File: config.mk
export PLATFORM = sky130hd
export DESIGN_NAME = carrier_demod_sin
export DESIGN_NICKNAME = d
export VERILOG_FILES = /design/src/rtl/carrier_demod_sin.sv
export SDC_FILE = /design/constraint.sdc
export NUM_CORES = 1
export LEC_CHECK = 0
export ABC_AREA = 1
export CELL_PAD_IN_SITES_DETAIL_PLACEMENT = 1
export CELL_PAD_IN_SITES_GLOBAL_PLACEMENT = 1
export CORE_MARGIN = 2
export CORE_UTILIZATION = 46
export DETAILED_ROUTE_END_ITERATION = 10
export HOLD_SLACK_MARGIN = 0.1
export PLACE_DENSITY_LB_ADDON = 0.12
export SYNTH_ARGS = -nofsm -noshare
export SYNTH_HDL_FRONTEND = slang
export SYNTH_SLANG_ARGS = --single-unit
File: constraint.sdc
create_clock -name clk -period 3.1 [get_ports clk]
set_input_delay 0.62 -clock clk [delete_from_list [all_inputs] [get_ports clk]]
set_output_delay 0.62 -clock clk [all_outputs]
set_load 0.02 [all_outputs]
File: src/rtl/carrier_demod_sin.sv
// carrier_demod_sin: 16-phase sine-branch carrier demodulator with integrate-and-dump and 2-bit slicer.
// Define CARRIER_DEMOD_SLICER_EN to build the level slicer; otherwise sym_out is tied to 00.
module carrier_demod_sin #(
  parameter int WIDTH_SYM = 16,
  parameter int LEVEL_THR = 16384
) (
  input  logic                        clk,
  input  logic                        rst_n,
  input  logic                        sample_valid,
  input  logic                        sym_sync,
  input  logic signed [WIDTH_SYM-1:0] data_in,
  output logic signed [WIDTH_SYM-1:0] demod_out,
  output logic [1:0]                  sym_out,
  output logic                        out_valid,
  output logic [3:0]                  phase
);
  logic [3:0] phase_cnt, p;
  logic [2:0] k, amp;
  logic [15:0] du, m, c1, c2, c3, coef;
  logic neg;
  logic signed [16:0] prod_d, prod_r, q;
  logic prod_v, prod_first, prod_last;
  logic signed [19:0] acc, s;
  logic signed [15:0] sat;
  assign phase = phase_cnt;
  always_comb begin
    p = sym_sync ? 4'd0 : phase_cnt;
    k = p[2:0];
    amp = (k > 3'd4) ? 3'd0 - k : k;
    du = data_in;
    m = du[15] ? ((du == 16'h8000) ? 16'h7fff : ~du + 16'd1) : du;
    c1 = (m >> 2) + (m >> 3) + (m >> 8) + (m >> 9) + (m >> 10) + (m >> 11) + (m >> 12);
    c2 = (m >> 1) + (m >> 3) + (m >> 4) + (m >> 6) + (m >> 8);
    c3 = (m >> 1) + (m >> 2) + (m >> 3) + (m >> 5) + (m >> 6) + (m >> 9);
    coef = (amp == 3'd1) ? c1 : (amp == 3'd2) ? c2 : (amp == 3'd3) ? c3 : (amp == 3'd4) ? m : 16'd0;
    // second half-period of the sine is negative; phase 8 has a zero coefficient so p[3] suffices
    neg = du[15] ^ p[3];
    prod_d = neg ? -$signed({1'b0, coef}) : $signed({1'b0, coef});
    s = (prod_first ? 20'sd0 : acc) + $signed({{3{prod_r[16]}}, prod_r});
    q = 17'(s >>> 3);
    sat = (!q[16] && q[15]) ? 16'sh7fff : (q[16] && !q[15]) ? 16'sh8000 : q[15:0];
  end
  always_ff @(posedge clk or negedge rst_n) begin
    if (!rst_n) begin
      phase_cnt <= 4'd0;
      prod_r <= '0;
      prod_v <= 1'b0;
      prod_first <= 1'b0;
      prod_last <= 1'b0;
      acc <= '0;
      demod_out <= '0;
      out_valid <= 1'b0;
    end else begin
      out_valid <= 1'b0;
      prod_v <= sample_valid;
      if (sample_valid) begin
        phase_cnt <= p + 4'd1;
        prod_r <= prod_d;
        prod_first <= (p == 4'd0);
        prod_last <= (p == 4'd15);
      end
      if (prod_v) begin
        if (prod_last) begin
          demod_out <= sat;
          out_valid <= 1'b1;
          acc <= '0;
        end else begin
          acc <= s;
        end
      end
    end
  end
`ifdef CARRIER_DEMOD_SLICER_EN
  localparam logic signed [16:0] THR_P = 17'(LEVEL_THR);
  localparam logic signed [16:0] THR_N = -THR_P;
  logic signed [16:0] sx;
  logic [1:0] lvl;
  always_comb begin
    sx = {sat[15], sat};
    lvl = (sx >= THR_P) ? 2'b10 : (sx >= 17'sd0) ? 2'b11 : (sx >= THR_N) ? 2'b01 : 2'b00;
  end
  always_ff @(posedge clk or negedge rst_n) begin
    if (!rst_n) sym_out <= 2'b00;
    else if (prod_v && prod_last) sym_out <= lvl;
  end
`else
  assign sym_out = 2'b00;
`endif
endmodule
==> impl_metrics.ini, run 1 <==
[yosys]
netlist-cell-type-count = 44
synth-edff-count = 0
synthMuxAreaShare_pct = 0
synth_top_area_share_pct = 16.5
ys_seq_elements = 61
yosys_warnings = 0
synthTopCellsByArea = ha_1 17%, fa_1 15%, dfrtp_1 15%, nand2_1 13%, inv_1 9.4%
async_flop_share_pct = 100
yosysTopAreaCell = ha_1
synth-simple-area-share_pct = 28.1
syn_area_per_cell_sq_um = 6.93
synth_area_sq_um = 10200
synth_top_flop_cell = dfrtp_1
synth_top_family_by_area = adder cells
synth_compound_area_share_pct = 9.85
synth_fa_ha_area_share_pct = 31.6
synthXorXnorAreaFrac_pct = 4.36
syn_inst = 1474
ys_seq_area_share_pct = 14.9

[clocking]
cts_sinks = 61
root_buffer = clkbuf_16
clock_path_buffers = 2
numCtsBuffers = 9
h-tree-depth = 3

[floorplanning]
row_count = 54
io-pin-count = 43
die_y_microns = 153
die_width_microns = 153
start_util_pct = 46.8

[grt]
overflow = 545
track_usage_pct = 88.3
grt_max_degree = 35

[status]
stop_stage = 5_1_grt
firstError = [ERROR GRT-0232] Routing congestion too high. Check the congestion heatmap in the GUI.
status = stopped before the end

[sta]
endpoint_type = register data pin
crit_endpoint = prod_r[15]$_DFFE_PN0P_/D

[placement]
place_congestion = 0.993
hpwlAfterDp_mm = 36.7
place.port_buffers = 40
==> kinds of logic after synthesis <==
kind of cell    count (synthesis)
buf+inv                       294
flops                          61
xor+xnor                       50
simple gates                  671
fa+ha+maj                     212
compound gates                185
other cells                     1
==> cell usage after synthesis (2+ instances only) <==
master    instances
nand2_1         362
inv_1           257
ha_1            135
nand3_1         134
nor2_1          115
a21oi_1          77
fa_1             77
dfrtp_1          61
o21ai_0          61
xor2_1           32
xnor2_1          17
nand4_1          15
clkbuf_1         12
nor3_1           11
buf_2            10
o21ai_1          10
o21bai_1          9
o22ai_1           9
inv_2             7
a21o_1            6
a31oi_1           6
nand3b_1          6
nor2_2            5
or2_2             5
nand2_2           4
buf_1             3
nor2_4            3
a21boi_0          2
and2_1            2
buf_4             2
clkinv_1          2
nand3_2           2
o31ai_1           2
o32ai_1           2
or2_1             2
==> timing repair <==
action,CTS
hold buffers,0
setup endpoints to repair,24
gates cloned,1
pin swaps,52
setup buffers,32
resized for setup,179
==> routing by layer <==
metal | track usage [%] | GRT overflow
met2 | 103 | 347
met4 | 93.3 | 185
met1 | 85.7 | 4
met5 | 33.3 | 0
met3 | 76.8 | 9
==> through the flow <==
step | area, sq um | utilization [%] | setup slack [ps] | instances
after CTS | 14300 | 65.5 | -2520 | 2073
after floorplan | 10600 | - | -2150 | 1475
after detailed placement | 13200 | 60.3 | -3510 | 2026
after global placement | 13200 | 60.3 | -3160 | 2026
==> run 2: changes to the inputs <==
==> config.mk (replaced) <==
export PLATFORM = sky130hd
export DESIGN_NAME = carrier_demod_sin
export DESIGN_NICKNAME = d
export VERILOG_FILES = /design/src/rtl/carrier_demod_sin.sv
export SDC_FILE = /design/constraint.sdc
export NUM_CORES = 1
export LEC_CHECK = 0
export ABC_AREA = 1
export CORE_MARGIN = 2
export CORE_UTILIZATION = 35
export DETAILED_ROUTE_END_ITERATION = 10
export PLACE_DENSITY_LB_ADDON = 0.15
export SYNTH_ARGS = -nofsm -noshare
export SYNTH_HDL_FRONTEND = slang
export SYNTH_SLANG_ARGS = --single-unit
==> impl_metrics.ini, run 2 <==
[clocking]
cts_tree = done
root_buffer = clkbuf_16
clock_path_buffers = 2
cts.clk_slew.worst_paths_ps = 50
numCtsBuffers = 9
clkLatencyLatePin_ps = 320
cts_sinks = 61
h-tree-depth = 3

[sta]
hold_viol = 0
max_freq_mhz = 189
drv_slew = 0
setup_viol = 17
slew_headroom_pct = 50.2
worstMarginPinSlew_ps = 746
rsz0062_at_grt = yes
holdWs_ps = 307
fin_skew_ps = 5.41
layout_setup_ws_ps = -2190
min_period_ps = 5290
timing.final.crit_share_pct = 171

[yosys]
ys_seq_area_share_pct = 14.9
synth_area_sq_um = 10200
netlist-cell-type-count = 44
async_flop_share_pct = 100
synthXorXnorAreaFrac_pct = 4.36
synth_top_area_share_pct = 16.5
syn_inst = 1474
synthTopCellsByArea = ha_1 17%, fa_1 15%, dfrtp_1 15%, nand2_1 13%, inv_1 9.4%
yosys_warnings = 0
synth_compound_area_share_pct = 9.85
synth-simple-area-share_pct = 28.1
yosysTopAreaCell = ha_1
syn_area_per_cell_sq_um = 6.93
ys_seq_elements = 61
synthMuxAreaShare_pct = 0
yosysMostFrequentCell = nand2_1
synth-edff-count = 0
synth_top_flop_cell = dfrtp_1
synth_top_family_by_area = adder cells
synth_fa_ha_area_share_pct = 31.6
synthTopCellsByCount = 362 x nand2_1, 257 x inv_1, 135 x ha_1

[critical_path]
rr_startpoint = phase[0]
crit_type = primary input to flip-flop
critPathSlowestCell = fa_1
critical_path.most_common_cell = nand2_1
crit_start = data_in[1]
slowest_delay_ps = 550
critical_path.startpoint_type = primary input
cp.arrival_ps = 5500
required_ps = 3310
r2r_cells = 21
worstPathMaxFanout = 5
endpoint_kind = flip-flop

[final_layout]
top_register = acc
final_cell_mix = 302 x nand2_1, 271 x buf_4, 220 x inv_1
reg_top3 = acc (20), prod_r (17), demod_out (16)
syn_to_final_growth_pct = 47.9
n_antenna_cell = 0
layout_commonest_cell = nand2_1
largest_register_ffs = 20
drive_gt1_share_pct = 33.3
final_nets = 2036
final_core_util_pct = 52.6
fin_area_sq_um = 15100

[drt]
first_iter_violations = 513
drtPass1Iterations = 6
drt-total-wl_mm = 33.1
drc = 0
wl_per_cell_microns = 15.1
dr_total_vias = 10500
final_antenna_net_count = 0
via_per_inst = 4.79

[floorplanning]
die_width_microns = 175
dieArea_sq_um = 30600
core_area_sq_um = 28700
die_y_microns = 175
start_util_pct = 35.6
row_count = 62
io-pin-count = 43

[status]
violations = negative setup slack
status = complete, but fails checks

[grt]
grt_max_degree = 62
track_usage_pct = 21.7
grt_pass1_wl_mm = 53.3
overflow = 0
grt_pass1_vias = 10300
antenna_found_initial = 0

[power_and_ir_drop]
power_density_nw_per_um2 = 944
vdd_drop_max_uv = 456
power.leakage_nw = 7.88

[placement]
placed_area_sq_um = 13300
place.port_buffers = 40
hpwlAfterDp_mm = 26.8
place_congestion = 0.914

[job]
cap_violations = 0

[min_path]
hold_class = primary input to async pin
-- run 2: cell counts after synthesis --
Identical to the previous run, type by type.
-- run 2: repair_timing --
item / CTS / global route
setup endpoints to repair: 17 / 17
hold buffers: 0 / 0
endpoints found under the hold margin: 0 / 0
buffers inserted: 31 / 26
pin swaps: 61 / 105
resized for setup: 119 / 204
gates cloned: 1 / 0
-- run 2: cell type report --
| class | count | area, sq um |
|---|---|---|
| Fill cell | 2829 | 13600 |
| Multi-Input combinational cell | 1121 | 8880 |
| Timing Repair Buffer | 344 | 2820 |
| Sequential cell | 61 | 1530 |
| Inverter | 267 | 1060 |
| Tap cell | 384 | 480 |
| Clock buffer | 11 | 253 |
| Clock inverter | 4 | 95.1 |
-- run 2: cell families (layout without fill, tap and decap cells) --
kind of cell,Yosys count,after routing
flip-flops,61,61
buffers and inverters,294,626
AND/OR/NAND/NOR,671,672
AO/OA/AOI/OAI,185,185
adder cells (fa/ha/maj),212,212
XOR/XNOR,50,50
other,1,2
-- run 2: critical path, delay by kind of cell --
family,cells,cell delay (ps)
buffers and inverters,10,940
AND/OR/NAND/NOR,19,1810
adder cells (fa/ha/maj),6,2120
-- run 2: through the flow --
step | TNS [ps] | instances | setup WS, ps | total power (W)
5_1_grt | -36260 | 2192 | -2490 | 0.0157
6_report | -32590 | 2192 | -2190 | 0.0143
4_1_cts | -35530 | 2169 | -2400 | 0.0130
3_3_place_gp | -48060 | 2125 | -3160 | 0.0112
3_5_place_dp | -49100 | 2125 | -3240 | 0.0113
2_1_floorplan | -31150 | 1475 | -2150 | 0.00757
-- run 2: final timing paths --
path                                 end  slack (ps)
max                           prod_r[14]       -2190
min in group clk           demod_out[14]         470
max reg2reg                    prod_r[8]         190
max in group asynchronous     prod_r[16]        2530
min                             phase[2]         310
min reg2reg                demod_out[14]         470
-- run 2: report_power, final --
group          internal (W)  leakage [nW]  switching (W)
combinational       0.00557          6.94        0.00634
clock              0.000822         0.172       0.000340
sequential          0.00106         0.768       0.000133
total               0.00746          7.88        0.00681
-- run 2: layer usage --
metal	track usage [%]	vias up	share of wire, %
met1	32.1	4923	50
met3	2.31	34	3.7
met2	34.3	192	44
met5	0	-	0
li1	-	5351	-
met4	4.24	0	1.8
Note: power is estimated with default switching activity, not from simulation.
==> run 3: changes to the inputs <==
--- a/config.mk
+++ b/config.mk
@@ -10,6 +10,7 @@
 export CORE_UTILIZATION = 35
 export DETAILED_ROUTE_END_ITERATION = 10
 export PLACE_DENSITY_LB_ADDON = 0.15
+export SKIP_LAST_GASP = 1
 export SYNTH_ARGS = -nofsm -noshare
 export SYNTH_HDL_FRONTEND = slang
 export SYNTH_SLANG_ARGS = --single-unit
==> impl_metrics.ini, run 3 (synthesis gave the netlist of run 2 again) <==
[drt]
first_iter_violations = 505
final_antenna_net_count = 0
drtPass1Iterations = 5
drt-total-wl_mm = 32.9
drc = 0
via_per_inst = 4.77
dr_total_vias = 10400
wl_per_cell_microns = 15.0

[final_layout]
multi_input_area_sq_um = 8790
final.fill_count = 2849
drive_gt1_share_pct = 32.2
reg_top3 = acc (20), prod_r (17), demod_out (16)
final_nets = 2030
final_cell_mix = 306 x nand2_1, 273 x buf_4, 220 x inv_1
seqCellArea_sq_um = 1530
largest_register_ffs = 20
n_antenna_cell = 0
syn_to_final_growth_pct = 46.3
top_register = acc
layout_commonest_cell = nand2_1

[clocking]
clock_path_buffers = 2
clkLatencyLatePin_ps = 320
h-tree-depth = 3
root_buffer = clkbuf_16
cts.clk_slew.worst_paths_ps = 50
cts_tree = done
numCtsBuffers = 9
cts_sinks = 61
cts_hold_buffers = 0

[critical_path]
slowest_delay_ps = 600
critical_path.startpoint_type = primary input
critical_path.most_common_cell = nand2_1
endpoint_kind = flip-flop
r2r-end = prod_r[6]
r2r_cells = 22
cp.arrival_ps = 5510
worstPathMaxFanout = 4
critPathSlowestCell = fa_2
rrSetupSlack_ps = 180
rr_startpoint = phase[0]
crit_type = primary input to flip-flop
required_ps = 3310

[grt]
grt_pass1_wl_mm = 53.2
grt_pass1_vias = 10300
overflow = 0
antenna_found_initial = 0
track_usage_pct = 21.7
grt_max_degree = 62

[power_and_ir_drop]
switchingPower_w = 0.00669
swShare_pct = 47.7
p_int_w = 0.00733
clkPwrFrac_pct = 8.3
combinationalPowerShare_pct = 83.2
vdd_drop_max_uv = 445
seqPwrFrac_pct = 8.5
power.leakage_nw = 7.81
power_density_nw_per_um2 = 938

[sta]
holdWs_ps = 307
drv_slew = 0
fin_skew_ps = 5.89
slew_headroom_pct = 50.8
min_period_ps = 5300
worstMarginPinSlew_ps = 738
timing.final.crit_share_pct = 171
max_freq_mhz = 189
tns_ps = -33210
setup_viol = 17
hold_viol = 0
layout_setup_ws_ps = -2200
rsz0062_at_grt = yes

[floorplanning]
start_util_pct = 35.6
die_width_microns = 175
core_area_sq_um = 28700
die_y_microns = 175
dieArea_sq_um = 30600
row_count = 62
io-pin-count = 43

[placement]
place_congestion = 0.914
pre_cts_ws_ps = -3240
hpwlAfterDp_mm = 26.8
place.port_buffers = 40

[job]
cap_violations = 0

[status]
violations = negative setup slack
status = complete, but fails checks

[min_path]
hold_class = primary input to async pin
==> run 3: changes by cell type in the layout (fill, tap and decap cells not counted), moves of 3 or more <==
cell and delta:
nand2_1 +4, buf_6 -8, nand2_2 -4, clkbuf_2 -3, nor2_1 +3
==> run 3: worst max-delay path, delay by kind of cell <==
family,cells,cell delay [ps]
AOI/OAI and AO/OA,1,140
adders and majority gates,5,2430
xor gates and xnor gates,1,100
and+or+nand+nor,16,1440
buffers and inverters,6,760
==> run 3: power groups by stage <==
stage | clock network, W | logic, W | registers [W]
6_report | 0.00116 | 0.0117 | 0.00120
3_3_place_gp | 0 | 0.0100 | 0.00120
3_5_place_dp | 0 | 0.0101 | 0.00121
5_1_grt | 0.00122 | 0.0130 | 0.00123
4_1_cts | 0.00119 | 0.0106 | 0.00120
2_1_floorplan | 0 | 0.00633 | 0.00124
==> run 3: cell type report <==
cell class / instances / share of cell area, %
Multi-Input combinational cell: 1121 / 58.9
Timing Repair Buffer: 338 / 18.4
Sequential cell: 61 / 10.2
Inverter: 267 / 7.03
Tap cell: 384 / 3.22
Clock buffer: 11 / 1.69
Clock inverter: 4 / 0.636
==> run 3: metrics by stage <==
| step | cells | utilization, % | total power, W | instance area [sq um] |
|---|---|---|---|---|
| 2_1_floorplan | 1475 | - | 0.00757 | 10600 |
| 3_3_place_gp | 2125 | 46.2 | 0.0112 | 13300 |
| 3_5_place_dp | 2125 | 46.2 | 0.0113 | 13300 |
| 4_1_cts | 2169 | 49.4 | 0.0130 | 14200 |
| 5_1_grt | 2186 | 52.1 | 0.0155 | 14900 |
| 6_report | 2186 | 52.1 | 0.0140 | 14900 |
==> run 3: how the worst max path moves through the flow <==
stage                 endpoint  startpoint
global route        prod_r[14]  data_in[1]
finish              prod_r[15]  data_in[9]
CTS                 prod_r[13]  data_in[1]
floorplan           prod_r[13]  data_in[1]
detailed placement  prod_r[13]  data_in[1]
global placement    prod_r[13]  data_in[1]
==> run 3: timing repair <==
action / in CTS / in global routing
gates cloned: 1 / 0
setup buffers: 31 / 20
endpoints found under the setup margin: 17 / 17
pin swaps: 60 / 90
resized for setup: 107 / 178
==> run 3: layer usage <==
| layer | vias up | track usage, % | part of all wire, % |
|---|---|---|---|
| li1 | 5347 | - | - |
| met1 | 4850 | 31.9 | 50 |
| met2 | 196 | 34.2 | 44 |
| met3 | 38 | 2.48 | 4.0 |
| met4 | 0 | 4.27 | 2.0 |
| met5 | - | 0 | 0 |
==> run 4: changes to the inputs <==
--- a/config.mk
+++ b/config.mk
@@ -9,6 +9,7 @@
 export CORE_MARGIN = 2
 export CORE_UTILIZATION = 35
 export DETAILED_ROUTE_END_ITERATION = 10
+export GPL_TIMING_DRIVEN = 0
 export PLACE_DENSITY_LB_ADDON = 0.15
 export SKIP_LAST_GASP = 1
 export SYNTH_ARGS = -nofsm -noshare
==> impl_metrics.ini, run 4 (synthesis gave the netlist of run 2 again) <==
[placement]
place_congestion = 0.880
place.port_buffers = 40
hpwlAfterDp_mm = 24.5
placed_area_sq_um = 11500
pre_cts_ws_ps = -4200

[sta]
min_period_ps = 5460
max_freq_mhz = 183
layout_setup_ws_ps = -2360
drv_slew = 0
timing.final.crit_share_pct = 176
fin_skew_ps = 5.52
slew_headroom_pct = 49.0
rsz0062_at_grt = yes
hold_viol = 0
holdWs_ps = 370
tns_ps = -34690
worstMarginPinSlew_ps = 765
setup_viol = 17

[final_layout]
layout_commonest_cell = nand2_1
fin_area_sq_um = 13400
final_nets = 1856
syn_to_final_growth_pct = 30.8
reg_top3 = acc (20), prod_r (17), demod_out (16)
n_antenna_cell = 0
top_register = acc
largest_register_ffs = 20
drive_gt1_share_pct = 21.9
final_cell_mix = 320 x nand2_1, 227 x inv_1, 110 x ha_1
final.fill_count = 2948

[clocking]
numCtsBuffers = 9
cts_sinks = 61
h-tree-depth = 3
root_buffer = clkbuf_16
clkLatencyLatePin_ps = 330
clock_path_buffers = 2
cts_tree = done
cts_hold_buffers = 0
cts.clk_slew.worst_paths_ps = 50

[critical_path]
rrSetupSlack_ps = -170
slowest_delay_ps = 590
critical_path.most_common_cell = nand3_4
endpoint_kind = flip-flop
critPathSlowestCell = fa_2
critical_path.startpoint_type = primary input
crit_type = primary input to flip-flop
worstPathMaxFanout = 6
required_ps = 3310
cp.arrival_ps = 5670

[drt]
wl_per_cell_microns = 16.0
dr_total_vias = 9910
via_per_inst = 4.93
dr_wl_met2_mm = 14.3
first_iter_violations = 685
drc = 0
drt-total-wl_mm = 32.3
drt-met1-wl_mm = 15.5
met3_length_mm = 1.62
top_layer = met4
drtPass1Iterations = 5
final_antenna_net_count = 0

[power_and_ir_drop]
switchingPower_w = 0.00629
vdd_drop_max_uv = 515
swShare_pct = 52.4
power.leakage_nw = 6.88
combinationalPowerShare_pct = 82.0
finalPower_w = 0.0120
seqPwrFrac_pct = 9.9
clkPwrFrac_pct = 8.0
power_density_nw_per_um2 = 899
p_int_w = 0.00571

[grt]
track_usage_pct = 21.9
overflow = 0
antenna_found_initial = 0
grt_pass1_wl_mm = 52.7
grt_pass1_vias = 9921
grt_max_degree = 62

[status]
violations = negative setup slack
status = complete, but fails checks

[floorplanning]
row_count = 62
io-pin-count = 43
die_width_microns = 175
core_area_sq_um = 28700
dieArea_sq_um = 30600
die_y_microns = 175
start_util_pct = 35.6

[min_path]
hold_class = primary input to async pin

[job]
cap_violations = 0
[run 4: cell types whose count changed in the layout (fill, tap and decap cells not counted), sizes merged]
cell,before,now
clkdlybuf4s15,3,5
buf,301,122
dlygate4sd2,4,2
nand3,137,136
bufinv,3,1
dlymetal6s2s,1,0
clkbuf,17,25
[run 4: worst max-delay path: cells and delay by family]
kind | cells | cell delay [ps]
compound gates | 3 | 410
fa+ha+maj | 6 | 2410
buf+inv | 6 | 550
simple gates | 15 | 1650
[run 4: final cells by class]
type                    count  area, sq um  area share (%)
inverters                 267         1070            7.99
plain buffers              26          180            1.35
multi-input cells        1120         8610            64.5
clock buffers              12          246            1.85
repair buffers            139         1210            9.03
clock inverters             2         35.0           0.262
well taps                 384          480            3.60
flip-flops and latches     61         1530            11.4
[run 4: final timing paths]
kind	start	endpoint	cells after the start
setup / recovery	data_in[1]	prod_r[15]	30
hold / removal	rst_n	phase[1]	1
setup reg to reg	phase[0]	prod_r[14]	23
hold reg to reg	demod_out[12]	demod_out[12]	1
max in group asynchronous	rst_n	prod_first	1
min in group clk	demod_out[12]	demod_out[12]	1
[run 4: layer usage]
metal  vias to the layer above  GRT usage [%]
li1                       4998              -
met1                      4668           31.0
met2                       197           34.9
met3                        47           2.76
met4                         0           6.74
met5                         -              0
[run 4: through the flow]
step / instances / util (%)
2_1_floorplan: 1475 / -
3_3_place_gp: 1899 / 40.0
3_5_place_dp: 1899 / 40.0
4_1_cts: 2000 / 45.6
5_1_grt: 2011 / 46.5
6_report: 2011 / 46.5
[run 4: power by group through the flow]
| stage | combinational, W | clock, W | sequential [W] |
|---|---|---|---|
| after floorplan | 0.00633 | 0 | 0.00124 |
| after global placement | 0.00828 | 0 | 0.00120 |
| after detailed placement | 0.00828 | 0 | 0.00120 |
| after CTS | 0.00945 | 0.000976 | 0.00120 |
| after global routing | 0.0111 | 0.00102 | 0.00122 |
| final | 0.00985 | 0.000964 | 0.00119 |
[run 4: repair_timing]
item,in CTS,in global routing
pin swaps,58,39
gates resized for setup,210,48
setup endpoints to repair,42,36
cloned,1,0
buffers inserted,88,11
endpoints found under the hold margin,0,0
